==> src/rtl/fb_pkg.sv <==
// Shared framebuffer write definitions: default sizes, write source tags and
// the scheduler state encoding.
package fb_pkg;
  localparam int FB_ADDR_W    = 17;
  localparam int FB_GUARD     = 4;
  localparam int FB_CPU_BURST = 8;

  localparam logic SRC_CPU  = 1'b0;
  localparam logic SRC_FILL = 1'b1;

  typedef enum logic [1:0] {
    IDLE    = 2'd0,
    CPU_POP = 2'd1,
    HOLD    = 2'd2
  } sched_state_t;
endpackage

==> src/rtl/sram_write_scheduler_if.sv <==
// Valid/ready write stream from the scheduler toward the SRAM arbiter.
interface sram_write_scheduler_if import fb_pkg::*; #(
  parameter int ADDR_W = FB_ADDR_W
) ();
  logic              wr_valid;
  logic              wr_ready;
  logic [ADDR_W-1:0] wr_addr;
  logic [7:0]        wr_data;
  logic              wr_src;

  modport master (output wr_valid, output wr_addr, output wr_data, output wr_src,
                  input wr_ready);
  modport slave  (input wr_valid, input wr_addr, input wr_data, input wr_src,
                  output wr_ready);
endinterface

==> src/rtl/fill_engine.sv <==
// Block-fill engine: holds pointer/count/value for one fill and reports
// busy/done; the scheduler core acknowledges each accepted fill write.
module fill_engine import fb_pkg::*; #(
  parameter int ADDR_W = FB_ADDR_W
) (
  input  logic              clk100,
  input  logic              reset,
  input  logic              fill_start,
  input  logic [ADDR_W-1:0] fill_addr,
  input  logic [ADDR_W:0]   fill_len,
  input  logic [7:0]        fill_value,
  input  logic              fill_accept,
  output logic              fill_req,
  output logic [ADDR_W-1:0] fill_ptr,
  output logic [7:0]        fill_val,
  output logic              fill_busy,
  output logic              fill_done
);
  localparam logic [ADDR_W:0]   CNT_ZERO = {(ADDR_W+1){1'b0}};
  localparam logic [ADDR_W:0]   CNT_ONE  = {{ADDR_W{1'b0}}, 1'b1};
  localparam logic [ADDR_W-1:0] PTR_ONE  = {{(ADDR_W-1){1'b0}}, 1'b1};

  logic [ADDR_W-1:0] ptr_r;
  logic [ADDR_W:0]   cnt_r;
  logic [7:0]        val_r;
  logic              busy_r;
  logic              zero_done_r;
  logic              last_s;
  logic              start_ok_s;

  // Completion is flagged in the accept cycle itself; a start that collides
  // with any done pulse is dropped.
  always_comb begin
    last_s     = busy_r && fill_accept && (cnt_r == CNT_ONE);
    start_ok_s = fill_start && !busy_r && !zero_done_r;
  end

  // Fill registers: latch on start, advance on each accepted write.
  always_ff @(posedge clk100) begin
    if (reset) begin
      ptr_r       <= {ADDR_W{1'b0}};
      cnt_r       <= CNT_ZERO;
      val_r       <= 8'h00;
      busy_r      <= 1'b0;
      zero_done_r <= 1'b0;
    end else begin
      zero_done_r <= 1'b0;
      if (busy_r) begin
        if (fill_accept) begin
          ptr_r <= ptr_r + PTR_ONE;
          cnt_r <= cnt_r - CNT_ONE;
          if (last_s) begin
            busy_r <= 1'b0;
          end else begin
            busy_r <= 1'b1;
          end
        end else begin
          busy_r <= 1'b1;
        end
      end else if (start_ok_s) begin
        ptr_r       <= fill_addr;
        cnt_r       <= fill_len;
        val_r       <= fill_value;
        busy_r      <= (fill_len != CNT_ZERO);
        zero_done_r <= (fill_len == CNT_ZERO);
      end else begin
        busy_r <= 1'b0;
      end
    end
  end

  assign fill_req  = busy_r;
  assign fill_ptr  = ptr_r;
  assign fill_val  = val_r;
  assign fill_busy = busy_r && !last_s;
  assign fill_done = zero_done_r || last_s;
endmodule

==> src/rtl/sram_write_scheduler.sv <==
// Schedules CPU FIFO writes and block-fill writes onto one valid/ready stream,
// issuing only inside the blanking window and alternating fairly under load.
module sram_write_scheduler import fb_pkg::*; #(
  parameter int ADDR_W    = FB_ADDR_W,
  parameter int GUARD     = FB_GUARD,
  parameter int CPU_BURST = FB_CPU_BURST
) (
  input  logic                   clk100,
  input  logic                   reset,
  input  logic                   blank,
  input  logic [11:0]            blank_left,
  input  logic                   cpu_fifo_empty,
  output logic                   cpu_fifo_rd_en,
  input  logic [ADDR_W-1:0]      cpu_wr_addr,
  input  logic [7:0]             cpu_wr_data,
  input  logic                   fill_start,
  input  logic [ADDR_W-1:0]      fill_addr,
  input  logic [ADDR_W:0]        fill_len,
  input  logic [7:0]             fill_value,
  output logic                   fill_busy,
  output logic                   fill_done,
  sram_write_scheduler_if.master wr
);
  localparam int                  STREAK_W   = $clog2(CPU_BURST + 1);
  localparam logic [STREAK_W-1:0] BURST_MAX  = STREAK_W'(CPU_BURST);
  localparam logic [STREAK_W-1:0] STREAK_ONE = {{(STREAK_W-1){1'b0}}, 1'b1};
  localparam logic [11:0]         GUARD_LEFT = 12'(GUARD);

  sched_state_t      state_r, state_s;
  logic [STREAK_W-1:0] streak_r;
  logic              wr_valid_r, wr_src_r;
  logic [ADDR_W-1:0] wr_addr_r;
  logic [7:0]        wr_data_r;
  logic              win_s, accept_s, cpu_grant_s, fill_grant_s, fill_accept_s;
  logic              fill_req_s;
  logic [ADDR_W-1:0] fill_ptr_s;
  logic [7:0]        fill_val_s;

  fill_engine #(.ADDR_W(ADDR_W)) u_fill (
    .clk100      (clk100),
    .reset       (reset),
    .fill_start  (fill_start),
    .fill_addr   (fill_addr),
    .fill_len    (fill_len),
    .fill_value  (fill_value),
    .fill_accept (fill_accept_s),
    .fill_req    (fill_req_s),
    .fill_ptr    (fill_ptr_s),
    .fill_val    (fill_val_s),
    .fill_busy   (fill_busy),
    .fill_done   (fill_done)
  );

  // Next state and grants; the CPU yields only after a full burst while a fill waits.
  always_comb begin
    state_s       = state_r;
    cpu_grant_s   = 1'b0;
    fill_grant_s  = 1'b0;
    win_s         = blank && (blank_left >= GUARD_LEFT);
    accept_s      = (state_r == HOLD) && wr_valid_r && wr.wr_ready;
    fill_accept_s = accept_s && (wr_src_r == SRC_FILL);
    case (state_r)
      IDLE: begin
        if (win_s && !cpu_fifo_empty && (!fill_req_s || (streak_r != BURST_MAX))) begin
          cpu_grant_s = 1'b1;
          state_s     = CPU_POP;
        end else if (win_s && fill_req_s) begin
          fill_grant_s = 1'b1;
          state_s      = HOLD;
        end else begin
          state_s = IDLE;
        end
      end
      CPU_POP: state_s = HOLD;
      HOLD: begin
        if (accept_s) begin
          state_s = IDLE;
        end else begin
          state_s = HOLD;
        end
      end
      default: state_s = IDLE;
    endcase
  end

  // State register.
  always_ff @(posedge clk100) begin
    if (reset) begin
      state_r <= IDLE;
    end else begin
      state_r <= state_s;
    end
  end

  // CPU streak counter, only meaningful while a fill is pending.
  always_ff @(posedge clk100) begin
    if (reset || !fill_req_s || fill_grant_s) begin
      streak_r <= {STREAK_W{1'b0}};
    end else if (cpu_grant_s && (streak_r != BURST_MAX)) begin
      streak_r <= streak_r + STREAK_ONE;
    end else begin
      streak_r <= streak_r;
    end
  end

  // Write stream registers: loaded on issue and frozen until the arbiter accepts.
  always_ff @(posedge clk100) begin
    if (reset) begin
      wr_valid_r <= 1'b0;
      wr_addr_r  <= {ADDR_W{1'b0}};
      wr_data_r  <= 8'h00;
      wr_src_r   <= SRC_CPU;
    end else if (fill_grant_s) begin
      wr_valid_r <= 1'b1;
      wr_addr_r  <= fill_ptr_s;
      wr_data_r  <= fill_val_s;
      wr_src_r   <= SRC_FILL;
    end else if (state_r == CPU_POP) begin
      wr_valid_r <= 1'b1;
      wr_addr_r  <= cpu_wr_addr;
      wr_data_r  <= cpu_wr_data;
      wr_src_r   <= SRC_CPU;
    end else if (accept_s) begin
      wr_valid_r <= 1'b0;
    end else begin
      wr_valid_r <= wr_valid_r;
    end
  end

  assign cpu_fifo_rd_en = cpu_grant_s;
  assign wr.wr_valid    = wr_valid_r;
  assign wr.wr_addr     = wr_addr_r;
  assign wr.wr_data     = wr_data_r;
  assign wr.wr_src      = wr_src_r;
endmodule

==> src/flat_wrapper.sv <==
// flat-port wrapper written by rule: the top's interface ports become plain ports
module sram_write_scheduler_flat import fb_pkg::*;
#(
  parameter int ADDR_W    = FB_ADDR_W,
  parameter int GUARD     = FB_GUARD,
  parameter int CPU_BURST = FB_CPU_BURST
)
  (clk100, reset, blank, blank_left, cpu_fifo_empty, cpu_fifo_rd_en, cpu_wr_addr, cpu_wr_data, fill_start, fill_addr, fill_len, fill_value, fill_busy, fill_done, wr_wr_valid, wr_wr_addr, wr_wr_data, wr_wr_src, wr_wr_ready);
  sram_write_scheduler_if #(.ADDR_W(ADDR_W)) wr_i ();
  input  logic clk100;
  input  logic reset;
  input  logic blank;
  input  logic [11:0] blank_left;
  input  logic cpu_fifo_empty;
  output logic cpu_fifo_rd_en;
  input  logic [ADDR_W-1:0] cpu_wr_addr;
  input  logic [7:0] cpu_wr_data;
  input  logic fill_start;
  input  logic [ADDR_W-1:0] fill_addr;
  input  logic [ADDR_W:0] fill_len;
  input  logic [7:0] fill_value;
  output logic fill_busy;
  output logic fill_done;
  output wire logic [$bits(wr_i.wr_valid)-1:0] wr_wr_valid;
  output wire logic [$bits(wr_i.wr_addr)-1:0] wr_wr_addr;
  output wire logic [$bits(wr_i.wr_data)-1:0] wr_wr_data;
  output wire logic [$bits(wr_i.wr_src)-1:0] wr_wr_src;
  input wire logic [$bits(wr_i.wr_ready)-1:0] wr_wr_ready;
  assign wr_wr_valid = wr_i.wr_valid;
  assign wr_wr_addr = wr_i.wr_addr;
  assign wr_wr_data = wr_i.wr_data;
  assign wr_wr_src = wr_i.wr_src;
  assign wr_i.wr_ready = wr_wr_ready;
  sram_write_scheduler #(.ADDR_W(ADDR_W), .GUARD(GUARD), .CPU_BURST(CPU_BURST)) u_core (.clk100(clk100), .reset(reset), .blank(blank), .blank_left(blank_left), .cpu_fifo_empty(cpu_fifo_empty), .cpu_fifo_rd_en(cpu_fifo_rd_en), .cpu_wr_addr(cpu_wr_addr), .cpu_wr_data(cpu_wr_data), .fill_start(fill_start), .fill_addr(fill_addr), .fill_len(fill_len), .fill_value(fill_value), .fill_busy(fill_busy), .fill_done(fill_done), .wr(wr_i));
endmodule
==> config.mk <==
export PLATFORM = sky130hd
export DESIGN_NAME = sram_write_scheduler_flat
export DESIGN_NICKNAME = d
export VERILOG_FILES = /design/src/rtl/fb_pkg.sv /design/src/rtl/sram_write_scheduler_if.sv /design/src/rtl/fill_engine.sv /design/src/rtl/sram_write_scheduler.sv /design/src/flat_wrapper.sv
export SDC_FILE = /design/constraint.sdc
export NUM_CORES = 1
export LEC_CHECK = 0
export ABC_AREA = 0
export BUFFER_PORTS_ARGS = -buffer_cell sky130_fd_sc_hd__buf_2
export CAP_MARGIN = 20
export CORE_UTILIZATION = 30
export CTS_CLUSTER_DIAMETER = 120
export DETAILED_ROUTE_END_ITERATION = 7
export GPL_TIMING_DRIVEN = 0
export HOLD_SLACK_MARGIN = 0.08
export SLEW_MARGIN = 0
export SYNTH_ARGS = -nofsm -noshare
export SYNTH_HDL_FRONTEND = slang
export SYNTH_SLANG_ARGS = --single-unit
==> constraint.sdc <==
create_clock -name clk100 -period 2.3 [get_ports clk100]
set_clock_uncertainty 0.1 [all_clocks]
set_input_delay 0.23 -clock clk100 [delete_from_list [all_inputs] [get_ports clk100]]
set_output_delay 0.23 -clock clk100 [all_outputs]
set_load 0.02 [all_outputs]
=== Word-level counts from Yosys, hierarchy flattened ===
Index checks and enable logic that the tools add are counted.

* Register bits after elaboration: 78
* Bits of input ports: 86
* Output and inout port bits: 30
* Logic and storage cells: 80

* $add $sub $neg: 3
* $lt $le $gt $ge: 1
* Equal/unequal tests: 5
* Multiplexer cells: 28
* Bitwise logic cells: 2
* Reductions and logical operators: 30

{| class="wikitable"
|+ Operators by type and width
! cell !! count
|-
| $mux 17 || 5
|-
| $mux 18 || 3
|-
| $eq 18x1->1 const B || 1
|-
| $logic_not 18->1 || 1
|-
| $reduce_bool 18->1 || 1
|-
| $sub 18x1->18 const B || 1
|-
| $add 17x1->17 const B || 1
|-
| $mux 8 || 2
|-
| $mux 1 || 14
|-
| $logic_and 1x1->1 || 13
|-
| $ge 12x3->1 const B || 1
|-
| $mux 2 || 3
|-
| $pmux 2 s3 || 1
|-
| $add 4x1->4 const B || 1
|-
| $logic_not 1->1 || 4
|-
| $logic_or 1x1->1 || 4
|-
| $ne 4x4->1 const B || 1
|-
| $reduce_and 2->1 || 2
|-
| $reduce_bool 2->1 || 2
|-
| $reduce_bool 3->1 || 1
|-
| $reduce_or 3->1 || 1
|-
| $eq 2x1->1 const B || 1
|-
| $eq 2x2->1 const B || 1
|-
| $logic_not 2->1 || 1
|-
| other kinds (2) || 3
|}

=== Longest topological paths before layout ===
Gate-level depths: netlist of the first run.

* Word-level depth: 9
* Mapped depth: 7
* Mapped depth without buffers: 6

=== By module ===
Synthesis of the first run repeated with hierarchy kept, for this count alone.

* Cells, all modules: 464
* Area total of the unflattened synthesis: 4,050.1 sq um

{| class="wikitable"
|+ Modules (own cells, without submodules)
! module !! instances !! cells each !! area an instance (sq um) !! sequential area each (sq um)
|-
| fill_engine || 1 || 326 || 2,572.5 || 900.9
|-
| sram_write_scheduler || 1 || 138 || 1,477.7 || 660.6
|}

=== Least setup slack after synthesis of the first run ===
No wires, ideal clock.

* Path type: reg-to-output
* Start point: register u_core.u_fill.cnt_r[5]
* End point: output port fill_busy
* Data arrival time: 1.858 ns
* Required time: 1.970 ns
* Slack: 0.112 ns
* Stages on the path, launching flop included: 6
* Path buffers: 1
* Cell sequence: dfxtp_1 > or4_1 > clkbuf_1 > or3_1 > o31ai_1 > inv_1

* Cells in the longest elaborated chain, start to end: 4

{| class="wikitable"
|+ Ends and longest elaborated chain
! element !! RTL line !! source
|-
| start, declared || fill_engine.sv:24 || <nowiki>logic [ADDR_W:0] cnt_r;</nowiki>
|-
| start signal, assigned || fill_engine.sv:51 || <nowiki>cnt_r <= cnt_r - CNT_ONE;</nowiki>
|-
| start signal, assigned || fill_engine.sv:62 || <nowiki>cnt_r <= fill_len;</nowiki>
|-
| $eq 18x1->1 || fill_engine.sv:34 || <nowiki>last_s = busy_r && fill_accept && (cnt_r == CNT_ONE);</nowiki>
|-
| $logic_and 1x1->1 || fill_engine.sv:34 ||
|-
| $logic_not 1->1 || fill_engine.sv:75 || <nowiki>assign fill_busy = busy_r && !last_s;</nowiki>
|-
| $logic_and 1x1->1 || fill_engine.sv:75 ||
|-
| end, declared || flat_wrapper.sv:22 || <nowiki>output logic fill_busy;</nowiki>
|}

Every way passes these cells.

=== Final worst setup path of the first run ===
* Start point: register u_core.u_fill.cnt_r[7]
* End point: output port fill_busy

The elaborated chain is that of the path after synthesis.

==> results.md, run 1 <==
- EDFF count, synth: 0
- Post-layout min period: 2376 ps
- Syn_nets: 586
- NetSw: 1.159 mW
- Share of cells above drive strength 1: 30.46%
- Wl on met1: 6621 microns
- Seq/Total Area, Yosys: 37.37%
- Met3 Wirelength: 1040 microns
- Min-delay src: fill_len[15]
- Async SR Flop Fraction: 0%
- Clk network pwr share: 39.1%
- Leading cell types in the layout, fill and taps excluded: buf_2 (114), dfxtp_1 (74), nand2_1 (49)
- Tot GR Track Use: 20.35%
- Via count: 4,633
- Top Metal Used: met4
- CTS tree: built
- DRC errors left: 0
- Vias per cell: 5.699
- Setup WS pre-CTS: -361.6 ps
- Die H: 120.0 microns
- Vias in the first global route: 4,474
- Period utilization: 103.3%
- Final setup vio count: 2
- Initial antenna violation count: 0
- Ys flop type: dfxtp_1
- Yosys warns: 0
- Row cnt: 42
- Largest net degree at the start of global routing: 15
- Pwr Total: 3.767 mW
- Area of the core: 0.01340 sq mm
- Max-slew violation count: 0
- Post-layout util: 41.06%
- Die Span X: 120.0 microns
- Nets: 723
- Worst slew margin: 54.06%
- Max cap viols: 0
- Max IR drop VDD: 0.0003720 V
- Yosys reg bits: 78
- Crit path DAT: 2050 ps
- Power per cell area: 684.7 mW/mm^2
- Leak pwr: 2.266 nW
- Failing checks: setup timing
- Total grt overflow: 0
- Diode count: 0
- Post-Synthesis Cells: 495
- Hold Crit Endpoint: u_core.u_fill.zero_done_r$_SDFF_PP0_
- CP startpoint kind: flip-flop
- Reg-to-Reg End: u_core.u_fill.fill_ptr[14]$_SDFFE_PP0P_
- Run status: finished with violations
- Hold Slack: 82.87 ps
- Inst Count DP: 784
- F_max: 420.9 MHz
- Worst-path clk slew: 60 ps
- RSZ-0062 raised after global routing: true
- Longest Clk Path Bufs: 2
- Critical Path Start: u_core.u_fill.cnt_r[7]$_SDFFE_PP0P_
- Avg WL per Cell: 18.07 microns
- PortBufs: 113
- DIE AREA: 0.01441 sq mm
- Sequential share of power: 40.7%
- Crit Path Category: reg -> out
- Post-Syn Area: 0.004179 sq mm
- I/O pin cnt: 116
- Number of clock sinks: 78
- H-tree depth: 3
- Met2 WL: 6715 microns
- FF-to-FF Start: u_core.u_fill.fill_ptr[0]$_SDFFE_PP0P_
- First-pass GRT wire length: 22,860 microns
- Final hold viol count: 0
- Synth cell types: 60
- Logic gate share of total power: 20.3%
- Internal power: 2.608 mW
- Leading cell type in the layout, fill and taps excluded: buf_2
- Post-DP HPWL: 10,940 microns
- Number of DRC markers in iteration 0: 396
- Avg Cell Area, Syn: 8.442 sq um
- Final cell count without fillers: 813
- Initial core utilization: 31.19%
- Sequential cell area: 0.001567 sq mm
- Number of detailed-route iterations in the first pass: 4
- Endpoint class of the critical path: output port
- Worst skew pair latency: 350 ps
- Worst Tran Pin Value: 689.1 ps
- Net Sw Frac: 30.77%
- Routed WL: 14,690 microns
- Largest fanout on the critical path: 4
- Critical Path RT: 1970 ps
- Hold path cells: 4
- Layout area overhead: 31.65%
- Setup slack, reg-to-reg: 120 ps
- Placer Congestion: 0.9128
- PnR worst setup slack: -75.87 ps
- Filler Cell Count: 1,367
- CTS buffer count: 9
- CTS root buffer: clkbuf_16
- Post-route ant nets: 0
- Hold WC Path Type: in -> reg
- R2r worst-path depth: 5
- Multi-input logic area: 0.002491 sq mm
[registers in the layout, summed over array words and instances (netlist names)]
signal                     count
u_core.state_r                 2
u_core.streak_r                4
u_core.u_fill.zero_done_r      1
u_core.u_fill.fill_ptr        17
u_core.wr.wr_addr             17
u_core.u_fill.cnt_r           18
u_core.wr.wr_valid             1
u_core.u_fill.fill_val         8
u_core.wr.wr_src               1
u_core.wr.wr_data              8
u_core.u_fill.fill_req         1
[per-layer routing]
layer,vias up,track usage [%]
met1,2202,26.34
li1,2192,-
met2,215,33.08
met4,0,7.344
met3,24,4.325
met5,-,0
[Yosys cell counts (all sizes together) (3+ instances only)]
master,number,share of area (%)
dfxtp,78,37
nand2,49,4.4
a21oi,36,4.3
clkbuf,30,2.7
and3,29,4.3
a221o,25,6.5
nand3,22,2.6
nor2,21,1.9
o21ai,17,2.0
inv,14,1.3
nor4,14,2.1
nor3,12,1.6
nor2b,11,1.6
or4,9,1.7
a31oi,8,1.2
nand4,8,1.2
o211ai,8,1.4
o32ai,8,1.7
a211oi,7,1.6
or3,7,1.0
o21a,6,1.1
or2,6,0.90
buf,5,1.2
ha,5,1.5
mux2i,5,1.2
o2bb2ai,5,1.0
a21o,4,0.72
a2bb2oi,4,0.84
o31ai,4,0.72
and2,3,0.45
nand2b,3,0.45
o221ai,3,0.63
[area by class of cell]
class,instances,area share [%]
multi-input combinational,368,45.28
sequential,78,28.47
timing repair buffer,127,12.71
clock buffer,10,4.162
tap,176,4.003
buffer,34,3.139
clock inverter,6,1.274
inverter,14,0.9552
[kinds of logic (layout without fill, tap and decap cells)]
| kind of cell | count (synthesis) | in the layout | share of synthesized area, % |
|---|---|---|---|
| AOI/OAI and AO/OA | 152 | 152 | 27.93 |
| buffers and inverters | 49 | 191 | 5.120 |
| adders and majority gates | 5 | 5 | 1.497 |
| and+or+nand+nor | 205 | 205 | 26.62 |
| DFF | 78 | 78 | 37.37 |
| muxes | 6 | 6 | 1.467 |
[metrics by stage]
stage / setup TNS [ps] / instance area (sq um)
finish: -89.82 / 5502
global placement: -6050 / 4965
CTS: -105.9 / 5463
global route: -207.9 / 5502
floorplan: 0 / 4179
detailed placement: -6431 / 4965
[what timing repair did]
action                                 CTS  global route
endpoints found under the hold margin    9             0
pin swaps                                6             0
gates cloned                             0             0
hold buffers                             9             0
setup endpoints to repair               38            40
gates resized for setup                 25            14
setup buffers                            5             0
[worst max-delay path, stage by stage, from the launching register on]
cell     delay (ps)
dfxtp_1         360
or4_4           510
or3_4           420
o31ai_4         210
inv_1            60
buf_2           160
[how the worst max path moves through the flow]
stage                                                      end  slack [ps]
after detailed placement  u_core.u_fill.cnt_r[11]$_SDFFE_PP0P_        -360
after floorplan                                      fill_busy         110
final                                                fill_busy         -80
after global routing                                 fill_busy        -150
after CTS                                            fill_busy         -80
after global placement     u_core.u_fill.cnt_r[7]$_SDFFE_PP0P_        -380
[power by group through the flow]
stage               sequential, mW  combinational, mW  clock, mW
finish                        1.53              0.764       1.47
global route                  1.54              0.827       1.54
CTS                           1.52              0.744       1.47
detailed placement            1.55              0.694          0
global placement              1.55              0.684          0
floorplan                     1.55              0.426          0
(Power assumes the default switching activity.)
==> inputs of run 2 (changes only) <==
- SETUP_SLACK_MARGIN: default -> 0.2
- TNS_END_PERCENT: default -> 10
- clock period: 2.3 -> 2.5 ns (I/O delays scaled with it)
==> results.md, run 2 (synthesis gave the netlist of run 1 again) <==
- Vias in the first global route: 4,465 (was 4,474)
- Worst path cell trace: or4_4, buf_8, or3_4, o31ai_4, inv_1, buf_6 (was or4_4, or3_4, o31ai_4, inv_1, buf_2)
- Top Metal Used: met4 (unchanged)
- Avg WL per Cell: 17.98 microns (was 18.07 microns)
- Max-slew violation count: 0 (unchanged)
- Hold WC Path Type: in -> reg (unchanged)
- Total grt overflow: 0 (unchanged)
- Period utilization: 99.90%
- Largest register FFs: 18 (unchanged)
- Number of clock sinks: 78 (unchanged)
- Leading cell types in the layout, fill and taps excluded: buf_2 (111), dfxtp_1 (74), nand2_1 (49) (was buf_2 (114), dfxtp_1 (74), nand2_1 (49))
- Worst-path clk slew: 60 ps (about the same)
- Most flop-heavy register: u_core.u_fill.cnt_r (unchanged)
- DIE AREA: 0.01441 sq mm (unchanged)
- DRC errors left: 0 (unchanged)
- CTS buffer count: 9 (unchanged)
- Post-route ant nets: 0 (unchanged)
- Endpoint class of the critical path: output port (unchanged)
- PortBufs: 113 (unchanged)
- CTS tree: built (unchanged)
- Final hold viol count: 0 (unchanged)
- Crit Path Category: reg -> out (unchanged)
- Post-layout min period: 2498 ps
- Routed WL: 14,640 microns (was 14,690 microns)
- Power per cell area: 631.0 mW/mm^2 (was 684.7 mW/mm^2)
- Worst slew margin: 51.54% (was 54.06%)
- Wl on met1: 6440 microns (was 6621 microns)
- Diode count: 0 (unchanged)
- Area of the core: 0.01340 sq mm (unchanged)
- F_max: 400.4 MHz
- Critical Path RT: 2150 ps (was 1970 ps)
- Slowest CP cell: or4_4 (unchanged)
- Filler Cell Count: 1,368 (was 1,367)
- Met2 WL: 6747 microns (was 6715 microns)
- Worst Tran Pin Value: 722.9 ps (was 689.1 ps)
- Sequential cell area: 0.001569 sq mm (was 0.001567 sq mm)
- Initial core utilization: 31.19% (unchanged)
- Longest Clk Path Bufs: 2 (unchanged)
- Final setup vio count: 0 (was 2)
- Run status: finished clean (was finished with violations)
- H-tree depth: 3 (unchanged)
- First-pass GRT wire length: 22,850 microns (was 22,860 microns)
- CP startpoint kind: flip-flop (unchanged)
- RSZ-0062 raised after global routing: true (unchanged)
- Hold Slack: 87.64 ps (was 82.87 ps)
- Initial antenna violation count: 0 (unchanged)
- Critical Path Max Stage Delay: 500 ps (was 510 ps)
- Max IR drop VDD: 0.0003401 V (was 0.0003720 V)
- Via count: 4,615 (was 4,633)
- Die Span X: 120.0 microns (unchanged)
- CTS root buffer: clkbuf_16 (unchanged)
- Placer Congestion: 0.9128 (unchanged)
- Max cap viols: 0 (unchanged)
- Leading cell type in the layout, fill and taps excluded: buf_2 (unchanged)
- Layout area overhead: 31.71% (was 31.65%)
- Post-DP HPWL: 10,940 microns (unchanged)
- Number of DRC markers in iteration 0: 377 (was 396)
- Vias per cell: 5.670 (was 5.699)
- I/O pin cnt: 116 (unchanged)
- Leak pwr: 2.267 nW (was 2.266 nW)
- Pwr Total: 3.473 mW (was 3.767 mW)
- Largest net degree at the start of global routing: 15 (unchanged)
- Share of cells above drive strength 1: 30.25% (was 30.46%)
- Row cnt: 42 (unchanged)
- Number of detailed-route iterations in the first pass: 5 (was 4)
- Crit path DAT: 2150 ps (was 2050 ps)
- Largest fanout on the critical path: 4 (unchanged)
- Worst skew pair latency: 350 ps (about the same)
- Nets: 724 (was 723)
- Tot GR Track Use: 20.36% (was 20.35%)
- Multi-input logic area: 0.002475 sq mm (was 0.002491 sq mm)
- Die H: 120.0 microns (unchanged)
- Met3 Wirelength: 1109 microns (was 1040 microns)
==> run 2: area by class of cell <==
cell class                      instances  share of cell area, %
Multi-Input combinational cell        368                  44.96
Sequential cell                        78                  28.51
Timing Repair Buffer                  127                  12.78
Clock buffer                           10                  4.160
Tap cell                              176                  4.001
Buffer                                 35                  3.364
Clock inverter                          6                  1.273
Inverter                               14                 0.9548
==> run 2: worst paths after layout <==
| kind | from | to | slack (ps) | cells past startpoint |
|---|---|---|---|---|
| worst max-delay path | u_core.u_fill.cnt_r[7]$_SDFFE_PP0P_ | fill_busy | 2 | 6 |
| worst min-delay path | fill_addr[16] | u_core.u_fill.fill_ptr[16]$_SDFFE_PP0P_ | 90 | 3 |
| worst max register to register | u_core.u_fill.fill_req$_SDFF_PP0_ | u_core.u_fill.cnt_r[7]$_SDFFE_PP0P_ | 180 | 6 |
| worst min register to register | u_core.u_fill.fill_val[3]$_SDFFE_PP0P_ | u_core.u_fill.fill_val[3]$_SDFFE_PP0P_ | 360 | 2 |
==> run 2: routing by layer <==
metal,up-vias,track usage (%)
li1,2187,-
met1,2204,26.34
met2,195,33.05
met3,29,4.373
met4,0,7.422
met5,-,0
==> run 2: timing repair <==
action	CTS	global route
gates cloned	0	0
pin swaps	6	0
hold buffers	8	0
hold endpoints to repair	8	0
gates resized for setup	32	5
endpoints found under the setup margin	38	19
buffers inserted	6	0
==> run 2: critical path: cells and delay by family, from the launching register on <==
kind / cells / cell delay (ps)
flops: 1 / 360
buf+inv: 3 / 350
compound gates: 1 / 210
simple gates: 2 / 890
==> run 2: metrics by stage <==
step / TNS, ps / util (%) / setup WS, ps / std cells / cell area (sq um)
3_3_place_gp: -1059 / 37.05 / -175.9 / 784 / 4965
4_1_cts: -7.747 / 40.94 / -7.747 / 814 / 5487
2_1_floorplan: 0 / - / 292.2 / 495 / 4179
6_report: 0 / 41.07 / 2.444 / 814 / 5504
5_1_grt: -48.52 / 41.07 / -48.52 / 814 / 5504
3_5_place_dp: -1009 / 37.05 / -161.6 / 784 / 4965
==> run 2: where the power goes <==
part           internal (mW)  switching (mW)
clock network          0.782           0.572
registers               1.32          0.0843
logic                  0.305           0.409
